File: src/rtl/io_bus_if.sv
// io_bus_if: CPU data-port bus between the CPU bus mux and the I/O bridge.
//   addr  : byte address of the current access (word aligned, [1:0] unused)
//   we    : single-cycle store strobe
//   wdata : store data
//   rdata : load data returned by the peripheral (combinational)
//   sel   : peripheral claims the address; the CPU bus mux uses it
// Modports: master = CPU side, slave = peripheral side.
interface io_bus_if;
  logic [31:0] addr;
  logic        we;
  logic [31:0] wdata;
  logic [31:0] rdata;
  logic        sel;

  modport master (output addr, output we, output wdata, input rdata, input sel);
  modport slave  (input addr, input we, input wdata, output rdata, output sel);
endinterface

File: src/rtl/io_bus_bridge.sv
// io_bus_bridge: memory-mapped I/O bridge between the CPU data port and the
// board peripherals.
//   clk, rst : clock, asynchronous active-high reset
//   bus      : CPU bus (slave side): addr/we/wdata in, rdata/sel out
//   sw       : raw switches, asynchronous; read back debounced at +0x70
//   btn      : raw buttons, asynchronous, active-high; debounced at +0x78
//   led      : LED register, written at +0x60
//   dig_din  : hex display data, registered copy of the last store to +0x00
//   dig_we   : hex display load pulse, one cycle after each store to +0x00
// Button rising edges (after debouncing) latch into a sticky event register
// at +0x7C, cleared by writing 1s.
module io_bus_bridge #(
  parameter logic [31:0] IO_BASE    = 32'hFFFF_F000,
  parameter int          DEB_CYCLES = 100000,
  parameter int          CNT_W      = 17
) (
  input  logic        clk,
  input  logic        rst,
  io_bus_if.slave     bus,
  input  logic [23:0] sw,
  input  logic [4:0]  btn,
  output logic [23:0] led,
  output logic [31:0] dig_din,
  output logic        dig_we
);

  // Switches occupy bits [23:0], buttons bits [28:24] of the conditioned vector.
  localparam int NIN = 29;

  localparam logic [CNT_W-1:0] CNT_ZERO = {CNT_W{1'b0}};
  localparam logic [CNT_W-1:0] CNT_ONE  = {{(CNT_W-1){1'b0}}, 1'b1};
  localparam logic [CNT_W-1:0] DEB_LAST = CNT_W'(DEB_CYCLES - 1);

  // Word offsets (addr[7:2]) of the mapped registers.
  localparam logic [5:0] OFF_DIG = 6'h00;
  localparam logic [5:0] OFF_LED = 6'h18;
  localparam logic [5:0] OFF_SW  = 6'h1C;
  localparam logic [5:0] OFF_BTN = 6'h1E;
  localparam logic [5:0] OFF_EVT = 6'h1F;

  logic             sel_s;
  logic [5:0]       off_s;
  logic             wr_dig_s;
  logic             wr_led_s;
  logic             wr_evt_s;
  logic [31:0]      rdata_s;

  logic [NIN-1:0]   raw_s;
  logic [NIN-1:0]   sync1_r;
  logic [NIN-1:0]   sync2_r;
  logic [NIN-1:0]   deb_r;
  logic [NIN-1:0]   deb_nxt_s;
  logic [CNT_W-1:0] cnt_r     [NIN];
  logic [CNT_W-1:0] cnt_nxt_s [NIN];

  logic [4:0]       btn_rise_s;
  logic [4:0]       evt_clr_s;
  logic [4:0]       evt_r;
  logic [4:0]       evt_nxt_s;

  logic [23:0]      led_r;
  logic [31:0]      dig_din_r;
  logic             dig_we_r;

  assign raw_s    = {btn, sw};
  assign sel_s    = (bus.addr[31:8] == IO_BASE[31:8]);
  assign off_s    = bus.addr[7:2];
  assign wr_dig_s = bus.we & sel_s & (off_s == OFF_DIG);
  assign wr_led_s = bus.we & sel_s & (off_s == OFF_LED);
  assign wr_evt_s = bus.we & sel_s & (off_s == OFF_EVT);

  assign bus.sel   = sel_s;
  assign bus.rdata = rdata_s;
  assign led       = led_r;
  assign dig_din   = dig_din_r;
  assign dig_we    = dig_we_r;

  // Per-bit debounce: count consecutive cycles the synchronized input
  // disagrees with the debounced value; adopt it once the run is long enough.
  always_comb begin
    for (int i = 0; i < NIN; i++) begin
      deb_nxt_s[i] = deb_r[i];
      cnt_nxt_s[i] = CNT_ZERO;
      if (sync2_r[i] == deb_r[i]) begin
        cnt_nxt_s[i] = CNT_ZERO;
      end else if (cnt_r[i] == DEB_LAST) begin
        deb_nxt_s[i] = sync2_r[i];
        cnt_nxt_s[i] = CNT_ZERO;
      end else begin
        cnt_nxt_s[i] = cnt_r[i] + CNT_ONE;
      end
    end
  end

  // Synchronizers, debounced values and debounce counters.
  always_ff @(posedge clk or posedge rst) begin
    if (rst) begin
      sync1_r <= {NIN{1'b0}};
      sync2_r <= {NIN{1'b0}};
      deb_r   <= {NIN{1'b0}};
      for (int i = 0; i < NIN; i++) begin
        cnt_r[i] <= CNT_ZERO;
      end
    end else begin
      sync1_r <= raw_s;
      sync2_r <= sync1_r;
      deb_r   <= deb_nxt_s;
      cnt_r   <= cnt_nxt_s;
    end
  end

  // Event update: a rise in the same cycle as a W1C clear keeps the bit set,
  // so the rise is OR-ed in after the clear mask is applied.
  always_comb begin
    btn_rise_s = deb_nxt_s[28:24] & ~deb_r[28:24];
    if (wr_evt_s) begin
      evt_clr_s = bus.wdata[4:0];
    end else begin
      evt_clr_s = 5'b00000;
    end
    evt_nxt_s = (evt_r & ~evt_clr_s) | btn_rise_s;
  end

  // Store-side registers: LED, display write port and event register.
  always_ff @(posedge clk or posedge rst) begin
    if (rst) begin
      led_r     <= 24'h000000;
      dig_din_r <= 32'h0000_0000;
      dig_we_r  <= 1'b0;
      evt_r     <= 5'b00000;
    end else begin
      dig_we_r <= wr_dig_s;
      evt_r    <= evt_nxt_s;
      if (wr_dig_s) begin
        dig_din_r <= bus.wdata;
      end
      if (wr_led_s) begin
        led_r <= bus.wdata[23:0];
      end
    end
  end

  // Load mux; anything not mapped (or outside the window) reads as zero.
  always_comb begin
    rdata_s = 32'h0000_0000;
    if (sel_s) begin
      case (off_s)
        OFF_DIG: rdata_s = dig_din_r;
        OFF_LED: rdata_s = {8'h00, led_r};
        OFF_SW:  rdata_s = {8'h00, deb_r[23:0]};
        OFF_BTN: rdata_s = {27'h0000000, deb_r[28:24]};
        OFF_EVT: rdata_s = {27'h0000000, evt_r};
        default: rdata_s = 32'h0000_0000;
      endcase
    end else begin
      rdata_s = 32'h0000_0000;
    end
  end

endmodule

File: src/flat_wrapper.sv
// flat-port wrapper written by rule: the top's interface ports become plain ports
module io_bus_bridge_flat 
#(
  parameter logic [31:0] IO_BASE    = 32'hFFFF_F000,
  parameter int          DEB_CYCLES = 100000,
  parameter int          CNT_W      = 17
)
  (clk, rst, sw, btn, led, dig_din, dig_we, bus_addr, bus_we, bus_wdata, bus_rdata, bus_sel);
  io_bus_if bus_i ();
  input  logic clk;
  input  logic rst;
  input  logic [23:0] sw;
  input  logic [4:0] btn;
  output logic [23:0] led;
  output logic [31:0] dig_din;
  output logic dig_we;
  input wire logic [$bits(bus_i.addr)-1:0] bus_addr;
  input wire logic [$bits(bus_i.we)-1:0] bus_we;
  input wire logic [$bits(bus_i.wdata)-1:0] bus_wdata;
  output wire logic [$bits(bus_i.rdata)-1:0] bus_rdata;
  output wire logic [$bits(bus_i.sel)-1:0] bus_sel;
  assign bus_i.addr = bus_addr;
  assign bus_i.we = bus_we;
  assign bus_i.wdata = bus_wdata;
  assign bus_rdata = bus_i.rdata;
  assign bus_sel = bus_i.sel;
  io_bus_bridge #(.IO_BASE(IO_BASE), .DEB_CYCLES(DEB_CYCLES), .CNT_W(CNT_W)) u_core (.clk(clk), .rst(rst), .bus(bus_i), .sw(sw), .btn(btn), .led(led), .dig_din(dig_din), .dig_we(dig_we));
endmodule
File: config.mk
export PLATFORM = sky130hd
export DESIGN_NAME = io_bus_bridge_flat
export DESIGN_NICKNAME = d
export VERILOG_FILES = /design/src/rtl/io_bus_if.sv /design/src/rtl/io_bus_bridge.sv /design/src/flat_wrapper.sv
export SDC_FILE = /design/constraint.sdc
export NUM_CORES = 1
export LEC_CHECK = 0
export BUFFER_PORTS_ARGS = -buffer_cell sky130_fd_sc_hd__buf_2
export CORE_MARGIN = 4
export CORE_UTILIZATION = 30
export CTS_CLUSTER_DIAMETER = 40
export CTS_CLUSTER_SIZE = 24
export DETAILED_ROUTE_END_ITERATION = 16
export PLACE_DENSITY_LB_ADDON = 0.05
export SLEW_MARGIN = 20
export SYNTH_ARGS = -nofsm -noshare
export SYNTH_HDL_FRONTEND = slang
export SYNTH_SLANG_ARGS = --single-unit
File: constraint.sdc
create_clock -name clk -period 25.6 [get_ports clk]
set_input_delay 5.12 -clock clk [delete_from_list [all_inputs] [get_ports clk]]
set_output_delay 5.12 -clock clk [all_outputs]
set_load 0.1 [all_outputs]
==> results of run 1 <==
## cells in the mapped netlist (all sizes together) (8+ instances only)
| cell | instances | share of area |
|---|---|---|
| dfrtp | 642 | 0.54 |
| nor2 | 493 | 0.062 |
| xnor2 | 226 | 0.066 |
| xor2 | 201 | 0.059 |
| nand4 | 173 | 0.037 |
| nand3 | 163 | 0.027 |
| nand2 | 153 | 0.019 |
| mux2 | 85 | 0.032 |
| nor3 | 81 | 0.014 |
| nor4 | 79 | 0.017 |
| and4 | 72 | 0.021 |
| clkbuf | 58 | 0.0073 |
| a21oi | 42 | 0.0070 |
| nor4bb | 38 | 0.013 |
| nor4b | 37 | 0.011 |
| inv | 36 | 0.0045 |
| and3 | 33 | 0.0069 |
| ha | 29 | 0.012 |
| a222oi | 24 | 0.0080 |
| or3 | 22 | 0.0046 |
| o21ai | 19 | 0.0032 |
| o41ai | 15 | 0.0044 |
| and2 | 14 | 0.0029 |
| or3b | 14 | 0.0041 |
| buf | 8 | 0.0024 |
| or4 | 8 | 0.0021 |
## sequential cells by signal, indices dropped and copies added (netlist names)
signal          cells
u_core.dig_we       1
u_core.evt_r        5
u_core.sync1_r     29
u_core.sync2_r     29
u_core.led         24
u_core.dig_din     32
u_core.deb_r       29
u_core.cnt_r      493
## layer usage
metal,share of wire,up-vias,GRT usage
met3,0.056,136,0.03899
met5,0.00033,-,0
met4,0.024,6,0.05081
met1,0.47,10769,0.1898
met2,0.45,397,0.2150
li1,-,10653,-
## worst max-delay path, cell delays in order
cell                        delay (ns)
sky130_fd_sc_hd__buf_2            0.09
sky130_fd_sc_hd__or4_4            0.53
sky130_fd_sc_hd__nor4_4           0.60
sky130_fd_sc_hd__o2111ai_4        0.53
sky130_fd_sc_hd__buf_4            0.42
sky130_fd_sc_hd__a21oi_1          0.24
sky130_fd_sc_hd__buf_2            0.47
## through the flow
stage / total power, mW / util / instance area [um^2] / instances
2_1_floorplan: 1.107 / - / 29890 / 2815
3_3_place_gp: 1.135 / 0.3274 / 32270 / 4234
3_5_place_dp: 1.136 / 0.3275 / 32280 / 4234
4_1_cts: 2.984 / 0.3757 / 37030 / 4483
5_1_grt: 3.044 / 0.3760 / 37060 / 4484
6_report: 2.916 / 0.3760 / 37060 / 4486
## cell type report
type	count	area, um^2	area share
sequential	642	16070	0.4335
multi-input combinational	2071	13430	0.3625
clock buffer	169	3744	0.1010
tap	1287	1610	0.04345
timing repair buffer	199	1056	0.02849
clock inverter	80	1005	0.02711
inverter	36	142.6	0.003849
antenna	2	5.005	0.0001350
## final timing paths
path,to,cells after the start
min in group asynchronous,u_core.cnt_r[197]$_DFF_PP0_,2
max,bus_rdata[0],7
min reg2reg,u_core.sync2_r[12]$_DFF_PP0_,0
max reg2reg,u_core.cnt_r[6]$_DFF_PP0_,5
min,u_core.sync2_r[12]$_DFF_PP0_,0
max in group asynchronous,u_core.cnt_r[379]$_DFF_PP0_,6
## power by group through the flow
| stage | Combinational, mW | Sequential [mW] | Clock (mW) |
|---|---|---|---|
| 2_1_floorplan | 0.0461 | 1.06 | 0 |
| 3_3_place_gp | 0.0714 | 1.06 | 0 |
| 3_5_place_dp | 0.0722 | 1.06 | 0 |
| 4_1_cts | 0.0729 | 1.05 | 1.86 |
| 5_1_grt | 0.0823 | 1.05 | 1.91 |
| 6_report | 0.0695 | 1.05 | 1.80 |
## kinds of logic after synthesis
logic type,count (synthesis),share of synthesized area
xor gates and xnor gates,427,0.1251
AOI/OAI and AO/OA,124,0.02960
adders and majority gates,29,0.01214
buffers and inverters,102,0.01423
and+or+nand+nor,1406,0.2493
muxes,85,0.03203
DFF,642,0.5375
==> impl_metrics.sql, run 1 <==
INSERT INTO impl_metrics (metric_group, metric, value, unit) VALUES
('timing', 'finClkSkew', '0.02417', 'ns'),
('place', 'detailed_place_hpwl', '47420', 'um'),
('yosys', 'syn_avg_cell_area', '10.62', 'um^2'),
('grt', 'grt_max_degree', '131', ''),
('timing', 'fin_tns_setup', '0', 'ns'),
('power_and_ir_drop', 'p_seq_frac', '0.360', ''),
('finish', 'layout-drive-gt1-share', '0.1705', ''),
('timing', 'setup_viol', '0', ''),
('setup_path', 'cp.required', '20.48', 'ns'),
('yosys', 'synth.distinct_cells', '49', ''),
('yosys', 'synth_sequential_area_ratio', '0.5375', ''),
('timing', 'drv_slew', '0', ''),
('setup_path', 'worst_setup_path_start_kind', 'input port', ''),
('timing', 'whs', '0.3434', 'ns'),
('yosys', 'ys_async_sr_fraction', '1.000', ''),
('grt', 'grt_pass1_vias', '22682', ''),
('min_path', 'launch_point_of_the_worst_hold_path', 'u_core.sync1_r[12]$_DFF_PP0_', ''),
('yosys', 'synthesis.yosys.warnings', '0', ''),
('timing', 'worst_max_slew_margin_expressed_relative_to_the_limit', '0.3477', ''),
('yosys', 'mappedNetlistNets', '2940', ''),
('cts', 'cts_hold_buffers', '0', ''),
('cts', 'clock-sinks', '642', ''),
('setup_path', 'worstPathMaxFanout', '18', ''),
('routing', 'drt-initial-drc-count', '1137', ''),
('cts', 'h-tree-depth', '4', ''),
('finish', 'final_cell_mix', 'sky130_fd_sc_hd__dfrtp_1, sky130_fd_sc_hd__nor2_1, sky130_fd_sc_hd__xnor2_1', ''),
('routing', 'routed_wire_length_per_instance', '16.05', 'um'),
('timing', 'finalWorstSetupSlack', '12.45', 'ns'),
('timing', 'worst_pin_slew', '0.9732', 'ns'),
('routing', 'detailed_route_via_count', '21961', ''),
('power_and_ir_drop', 'combPwrFrac', '0.024', ''),
('floorplan', 'boundaryPins', '186', ''),
('grt', 'gr-usage-all-layers', '0.1400', ''),
('power_and_ir_drop', 'worst_ir_drop_vdd', '44.81', 'uV'),
('setup_path', 'worst_setup_path_end_kind', 'primary output', ''),
('run', 'maxCapViolations', '0', ''),
('outcome', 'status', 'finished, final reports clean', ''),
('cts', 'clockRootBuffer', 'sky130_fd_sc_hd__clkbuf_16', ''),
('routing', 'drt_pass1_iterations', '8', ''),
('cts', 'cts.repair.resized', '0', ''),
('grt', 'grt_overflow_total', '0', ''),
('power_and_ir_drop', 'switch_share', '0.2225', ''),
('power_and_ir_drop', 'cellLeakagePower', '15.71', 'nW'),
('setup_path', 'worstReg2RegStart', 'u_core.cnt_r[0]$_DFF_PP0_', ''),
('finish', 'most_frequent_standard_cell_in_the_layout_excluding_fill_and_tap_cells', 'sky130_fd_sc_hd__dfrtp_1', ''),
('yosys', 'synthFlopType', 'sky130_fd_sc_hd__dfrtp_1', ''),
('grt', 'antenna_violations_before_repair', '4', ''),
('yosys', 'synthesis.instances', '2815', ''),
('floorplan', 'chipHeight', '323.6', 'um'),
('timing', 'timing.final.crit_period', '13.15', 'ns'),
('yosys', 'post_synth_instance_area', '29890', 'um^2'),
('timing', 'final_hold_violation_count', '0', ''),
('routing', 'detail-route-antenna-nets', '0', ''),
('finish', 'design.final.nets', '3209', ''),
('yosys', 'synth_edf_count', '0', ''),
('routing', 'detail_route.drc_violations', '0', ''),
('cts', 'clock_insertion_delay_worst_skew', '0.70', 'ns'),
('cts', 'clockBufferDepth', '3', ''),
('routing', 'vias_per_cell', '4.895', ''),
('power_and_ir_drop', 'internal-power', '2.267', 'mW'),
('setup_path', 'ff2ff_setup_slack', '23.23', 'ns'),
('grt', 'grt_first_pass_wirelength', '119700', 'um'),
('power_and_ir_drop', 'netSwitchingPower', '648.9', 'uW'),
('power_and_ir_drop', 'powerDensity', '78.67', 'nW/um^2'),
('place', 'detailedPlace.worstSlack', '12.46', 'ns'),
('cts', 'post-cts-setup-buffers', '0', ''),
('power_and_ir_drop', 'clock_power_share', '0.617', ''),
('setup_path', 'critPathLaunch', 'bus_addr[9]', ''),
('timing', 'timing.fmax', '0.07604', 'GHz'),
('finish', 'fill_count', '9667', ''),
('cts', 'cts_tree', 'built', '');
Power figures use the tool's default switching activity.
==> inputs of run 2 (changes only) <==
clock period = 13.63 ns   (was 25.6 ns; I/O delays follow)
==> impl_metrics.sql, run 2 (synthesis gave the netlist of run 1 again) <==
INSERT INTO impl_metrics (metric_group, metric, value, unit) VALUES
('outcome', 'status', 'finished, final reports clean', ''),
('timing', 'final_hold_violation_count', '0', ''),
('cts', 'post-cts-setup-buffers', '0', ''),
('routing', 'routed_wire_length_per_instance', '16.13', 'um'),
('setup_path', 'crit_path_frequent_cell', 'sky130_fd_sc_hd__buf_2', ''),
('grt', 'antenna_violations_before_repair', '6', ''),
('timing', 'setup_viol', '0', ''),
('setup_path', 'worstPathMaxFanout', '27', ''),
('setup_path', 'worst_setup_path_end_kind', 'primary output', ''),
('routing', 'totalWireLength', '72160', 'um'),
('grt', 'gr-usage-met1', '0.1976', ''),
('floorplan', 'rows', '115', ''),
('finish', 'layout-drive-gt1-share', '0.1668', ''),
('finish', 'area.growth.synth_to_final', '24.17', '%'),
('setup_path', 'cp.required', '10.90', 'ns'),
('power_and_ir_drop', 'powerDensity', '149.0', 'nW/um^2'),
('power_and_ir_drop', 'cellLeakagePower', '15.76', 'nW'),
('timing', 'timing.final.crit_period', '8.276', 'ns'),
('grt', 'met3_demand_to_capacity_share_in_global_routing', '0.03288', ''),
('setup_path', 'worst_setup_path_start_kind', 'input port', ''),
('setup_path', 'worst_path_largest_cell_delay', '0.68', 'ns'),
('grt', 'grt_pass1_vias', '21991', ''),
('timing', 'layout_worst_path_cycle_share', '0.6072', ''),
('place', 'detailed_place_hpwl', '46400', 'um'),
('finish', 'max_flop_register', 'u_core.cnt_r', ''),
('routing', 'vias_per_cell', '4.874', ''),
('place', 'portbufs', '183', ''),
('cts', 'cts_tree', 'built', ''),
('setup_path', 'cp_cell_sequence', 'buf_2 > or4_1 > nor3_4 > buf_4 > and3_1 > and2_1 > buf_2', ''),
('finish', 'largest_register_ffs', '493', ''),
('grt', 'gr-usage-all-layers', '0.1387', ''),
('finish', 'design.final.nets', '3207', ''),
('cts', 'clock-sinks', '642', ''),
('cts', 'clock_insertion_delay_worst_skew', '0.68', 'ns'),
('grt', 'top_usage_layer', 'met2', ''),
('setup_path', 'number_of_cells_traversed_by_the_worst_register_to_register_path', '5', ''),
('routing', 'detail_route.drc_violations', '0', ''),
('cts', 'cts.repair.resized', '0', ''),
('finish', 'final_cell_mix', 'sky130_fd_sc_hd__dfrtp_1, sky130_fd_sc_hd__nor2_1, sky130_fd_sc_hd__xnor2_1', ''),
('routing', 'drt-initial-drc-count', '1298', ''),
('routing', 'detailed_route_via_count', '21805', ''),
('place', 'place_area', '32300', 'um^2'),
('routing', 'detail-route-antenna-nets', '0', ''),
('finish', 'fill_count', '9572', ''),
('cts', 'h-tree-depth', '4', ''),
('timing', 'drv_slew', '0', ''),
('timing', 'whs', '0.3411', 'ns'),
('timing', 'worst_pin_slew', '1.016', 'ns'),
('run', 'maxCapViolations', '0', ''),
('timing', 'finClkSkew', '0.02396', 'ns'),
('timing', 'fin_tns_setup', '0', 'ns'),
('min_path', 'hp-class', 'flop to flop', ''),
('floorplan', 'core_area', '98560', 'um^2'),
('place', 'finalWeightedCongestion', '0.7711', ''),
('grt', 'grt_first_pass_wirelength', '118200', 'um'),
('power_and_ir_drop', 'worst_ir_drop_vdd', '77.33', 'uV'),
('grt', 'grt_overflow_total', '0', ''),
('routing', 'drt_pass1_iterations', '5', ''),
('floorplan', 'boundaryPins', '186', ''),
('setup_path', 'worst-setup-path-type', 'input port to primary output', ''),
('finish', 'most_frequent_standard_cell_in_the_layout_excluding_fill_and_tap_cells', 'sky130_fd_sc_hd__dfrtp_1', ''),
('cts', 'clkSlewWorstSetupHoldPaths', '0.05', 'ns'),
('cts', 'cts_hold_buffers', '0', ''),
('floorplan', 'design.die.area', '104700', 'um^2'),
('grt', 'grt_util_met2', '0.2073', ''),
('setup_path', 'worst_path_max_delay_cell', 'sky130_fd_sc_hd__and3_1', ''),
('floorplan', 'dieWidth', '323.6', 'um'),
('timing', 'worst_max_slew_margin_expressed_relative_to_the_limit', '0.3224', ''),
('floorplan', 'chipHeight', '323.6', 'um'),
('finish', 'final_non_filler_cell_area', '37110', 'um^2'),
('timing', 'timing.fmax', '0.1208', 'GHz'),
('cts', 'clockRootBuffer', 'sky130_fd_sc_hd__clkbuf_16', ''),
('cts', 'clockBufferDepth', '3', ''),
('min_path', 'hold_path_depth', '0', ''),
('cts', 'cts-buffers-inserted', '133', ''),
('floorplan', 'start_util', '0.3032', ''),
('setup_path', 'cp.arrival', '5.55', 'ns'),
('timing', 'grt_setup_unrepaired', 'false', ''),
('grt', 'grt_max_degree', '175', '');
[run 2: changes by cell type in the layout (fill, tap and decap cells not counted), sizes merged]
cell / before / now
clkinv: 39 / 22
clkinvlp: 10 / 5
buf: 199 / 198
bufinv: 17 / 21
diode: 2 / 3
clkbuf: 169 / 184
inv: 50 / 41
[run 2: path summary, 6_finish.rpt]
check | to | from | slack (ns)
hold reg to reg | u_core.sync2_r[28]$_DFF_PP0_ | u_core.sync1_r[28]$_DFF_PP0_ | 0.34
setup reg to reg | u_core.cnt_r[7]$_DFF_PP0_ | u_core.cnt_r[0]$_DFF_PP0_ | 11.18
setup / recovery | bus_rdata[30] | bus_addr[3] | 5.35
hold / removal | u_core.sync2_r[28]$_DFF_PP0_ | u_core.sync1_r[28]$_DFF_PP0_ | 0.34
min in group asynchronous | u_core.cnt_r[165]$_DFF_PP0_ | rst | 2.03
max in group asynchronous | u_core.dig_din[13]$_DFFE_PP0P_ | rst | 8.86
[run 2: final cells by class]
type,count,area [um^2],share of cell area
Antenna cell,3,7.507,0.0002023
Clock inverter,53,838.3,0.02259
Multi-Input combinational cell,2071,13420,0.3617
Timing Repair Buffer,198,1086,0.02926
Tap cell,1287,1610,0.04339
Inverter,36,138.9,0.003742
Clock buffer,184,3940,0.1062
Sequential cell,642,16070,0.4329
[run 2: per-layer routing]
| metal | share of wire | routed length [um] | vias to the layer above |
|---|---|---|---|
| li1 | - | - | 10656 |
| met1 | 0.49 | 35650 | 10581 |
| met2 | 0.43 | 31090 | 453 |
| met3 | 0.053 | 3857 | 115 |
| met4 | 0.022 | 1565 | 0 |
| met5 | 0 | 0 | - |
[run 2: where the power goes]
part           switching (mW)  internal [mW]  total, mW
logic                  0.0941         0.0383      0.132
clock network            1.03           2.40       3.43
registers              0.0287           1.94       1.97
[run 2: worst max-delay path: cells and delay by family]
family,cells,cell delay (ns)
and+or+nand+nor,4,1.67
buffers and inverters,3,1.11
[run 2: metrics by stage]
stage	worst slack [ns]	cells	util	power [mW]
after floorplan	2.133	2815	-	2.081
final	5.354	4474	0.3765	5.530
after global routing	5.192	4472	0.3765	5.769
after CTS	5.338	4470	0.3762	5.655
after global placement	5.316	4233	0.3277	2.133
after detailed placement	5.343	4233	0.3277	2.136
==> inputs of run 3 (changes only) <==
clock period = 7.45 ns   (was 13.63 ns; I/O delays follow)
==> impl_metrics.sql, run 3 (synthesis gave the netlist of run 1 again) <==
INSERT INTO impl_metrics (metric_group, metric, value, unit) VALUES
('setup_path', 'worst_path_max_delay_cell', 'sky130_fd_sc_hd__nor4_4', ''),
('place', 'portbufs', '183', ''),
('setup_path', 'worstReg2RegStart', 'u_core.cnt_r[0]$_DFF_PP0_', ''),
('grt', 'grt_overflow_total', '0', ''),
('routing', 'vias_per_cell', '4.907', ''),
('grt', 'grt_pass1_vias', '22501', ''),
('routing', 'detail-route-antenna-nets', '0', ''),
('setup_path', 'cpLargestDelayFamily', 'simple AND/OR/NAND/NOR gates', ''),
('timing', 'drv_slew', '0', ''),
('cts', 'clockBufferDepth', '3', ''),
('routing', 'routed_wire_length_per_instance', '16.08', 'um'),
('timing', 'worst_pin_slew', '0.9107', 'ns'),
('setup_path', 'path_buf_inv', '3', ''),
('min_path', 'hold_path_depth', '0', ''),
('timing', 'final_hold_violation_count', '0', ''),
('finish', 'stdcell_count', '4489', ''),
('place', 'detailed_place_hpwl', '47690', 'um'),
('timing', 'layout_worst_path_cycle_share', '0.7773', ''),
('finish', 'design.final.nets', '3213', ''),
('setup_path', 'ff2ff_setup_slack', '5.05', 'ns'),
('finish', 'max_flop_register', 'u_core.cnt_r', ''),
('finish', 'area.growth.synth_to_final', '24.30', '%'),
('timing', 'timing.fmax', '0.1727', 'GHz'),
('cts', 'clockRootBuffer', 'sky130_fd_sc_hd__clkbuf_16', ''),
('cts', 'h-tree-depth', '4', ''),
('floorplan', 'chipHeight', '323.6', 'um'),
('cts', 'post-cts-setup-buffers', '0', ''),
('place', 'total_instance_count_after_detailed_placement', '4236', ''),
('min_path', 'terminating_pin_of_the_worst_hold_path', 'u_core.sync2_r[27]$_DFF_PP0_', ''),
('cts', 'clock-sinks', '642', ''),
('grt', 'gr-usage-all-layers', '0.1404', ''),
('place', 'finalWeightedCongestion', '0.7579', ''),
('routing', 'drt_pass1_iterations', '7', ''),
('cts', 'cts_tree', 'built', ''),
('finish', 'most_frequent_standard_cell_in_the_layout_excluding_fill_and_tap_cells', 'sky130_fd_sc_hd__dfrtp_1', ''),
('cts', 'cts_hold_buffers', '0', ''),
('power_and_ir_drop', 'cellLeakagePower', '15.70', 'nW'),
('power_and_ir_drop', 'worst_ir_drop_vdd', '169.9', 'uV'),
('cts', 'clock_insertion_delay_worst_skew', '0.70', 'ns'),
('setup_path', 'worstPathMaxFanout', '18', ''),
('floorplan', 'rows', '115', ''),
('finish', 'layout-drive-gt1-share', '0.1707', ''),
('finish', 'largest_register_ffs', '493', ''),
('grt', 'antenna_violations_before_repair', '3', ''),
('setup_path', 'cp_cell_sequence', 'buf_2 > or4_4 > nor4_4 > o2111ai_4 > buf_4 > a21oi_1 > buf_2', ''),
('routing', 'detail_route.drc_violations', '0', ''),
('routing', 'detailed_route_via_count', '22027', ''),
('timing', 'worst_max_slew_margin_expressed_relative_to_the_limit', '0.3914', ''),
('floorplan', 'design.die.area', '104700', 'um^2'),
('setup_path', 'worst_path_largest_cell_delay', '0.60', 'ns'),
('timing', 'setup_viol', '0', ''),
('setup_path', 'worst_setup_path_start_kind', 'input port', ''),
('floorplan', 'dieWidth', '323.6', 'um'),
('min_path', 'hp-class', 'flop to flop', ''),
('setup_path', 'worst-setup-path-type', 'input port to primary output', ''),
('outcome', 'status', 'finished, final reports clean', ''),
('finish', 'post-route-util', '0.3769', ''),
('power_and_ir_drop', 'powerDensity', '269.5', 'nW/um^2'),
('grt', 'grt_first_pass_wirelength', '119400', 'um'),
('floorplan', 'boundaryPins', '186', ''),
('timing', 'grt_setup_unrepaired', 'false', ''),
('run', 'maxCapViolations', '0', ''),
('grt', 'grt_max_degree', '136', ''),
('setup_path', 'number_of_cells_traversed_by_the_worst_register_to_register_path', '5', ''),
('finish', 'final_cell_mix', 'sky130_fd_sc_hd__dfrtp_1, sky130_fd_sc_hd__nor2_1, sky130_fd_sc_hd__xnor2_1', ''),
('setup_path', 'r2r-end', 'u_core.cnt_r[12]$_DFF_PP0_', ''),
('cts', 'cts.repair.resized', '0', ''),
('setup_path', 'cp.arrival', '4.30', 'ns'),
('timing', 'timing.final.crit_period', '5.791', 'ns'),
('min_path', 'launch_point_of_the_worst_hold_path', 'u_core.sync1_r[27]$_DFF_PP0_', ''),
('setup_path', 'worst_setup_path_end_kind', 'primary output', ''),
('timing', 'finClkSkew', '0.02210', 'ns'),
('setup_path', 'crit_path_frequent_cell', 'sky130_fd_sc_hd__buf_2', ''),
('floorplan', 'core_area', '98560', 'um^2'),
('routing', 'totalWireLength', '72160', 'um'),
('routing', 'drt-initial-drc-count', '1116', ''),
('setup_path', 'cp.required', '5.96', 'ns'),
('cts', 'clkSlewWorstSetupHoldPaths', '0.05', 'ns'),
('cts', 'cts-buffers-inserted', '137', ''),
('floorplan', 'start_util', '0.3032', '');
-- run 3: cell types whose count changed in the layout (fill, tap and decap cells not counted), moves of 3 or more --
cell,previous run,this run
sky130_fd_sc_hd__bufinv_16,21,14
sky130_fd_sc_hd__clkbuf_8,25,20
sky130_fd_sc_hd__clkinv_2,18,8
sky130_fd_sc_hd__clkinv_4,4,12
sky130_fd_sc_hd__clkinv_8,0,3
sky130_fd_sc_hd__clkinvlp_4,5,21
sky130_fd_sc_hd__inv_6,6,12
-- run 3: cell type report --
cell class	instances	area [um^2]
inverter	36	138.9
tap	1287	1610
antenna	4	10.01
sequential	642	16070
multi-input combinational	2071	13440
clock buffer	180	3896
timing repair buffer	200	1121
clock inverter	69	869.6
fill	9615	61410
-- run 3: report_power, final --
part	leakage, nW	total, mW	internal (mW)	switching [mW]
Clock	2.27	6.17	4.17	1.99
Sequential	8.76	3.60	3.55	0.0525
Combinational	4.67	0.240	0.0694	0.171
Total	15.7	10.0	7.79	2.22
-- run 3: per-stage QoR --
step           area [um^2]  power (mW)  worst slack (ns)  hold WS [ns]  TNS (ns)
3_3_place_gp         32300       3.905             1.664        0.3321         0
4_1_cts              37130       10.23             1.617        0.3332         0
2_1_floorplan        29890       3.807            -2.811        0.3312  -1804.47
6_report             37150       10.01             1.659        0.3373         0
5_1_grt              37140       10.45             1.498        0.3336         0
3_5_place_dp         32370       3.908             1.616        0.3347         0
-- run 3: routing by layer --
metal  up-vias  global-route usage  part of all wire
li1      10677                   -                 -
met1     10784              0.1924              0.48
met2       450              0.2131              0.44
met3       114             0.03906             0.055
met4         2             0.05061             0.022
met5         -                   0           0.00018
-- run 3: worst max path at each step --
stage | start | to | cells after the start
after floorplan | rst | u_core.cnt_r[0]$_DFF_PP0_ | 1
after global placement | bus_addr[9] | bus_rdata[0] | 7
after detailed placement | bus_addr[9] | bus_rdata[0] | 7
after CTS | bus_addr[9] | bus_rdata[0] | 7
after global routing | bus_addr[9] | bus_rdata[0] | 7
final | bus_addr[9] | bus_rdata[0] | 7
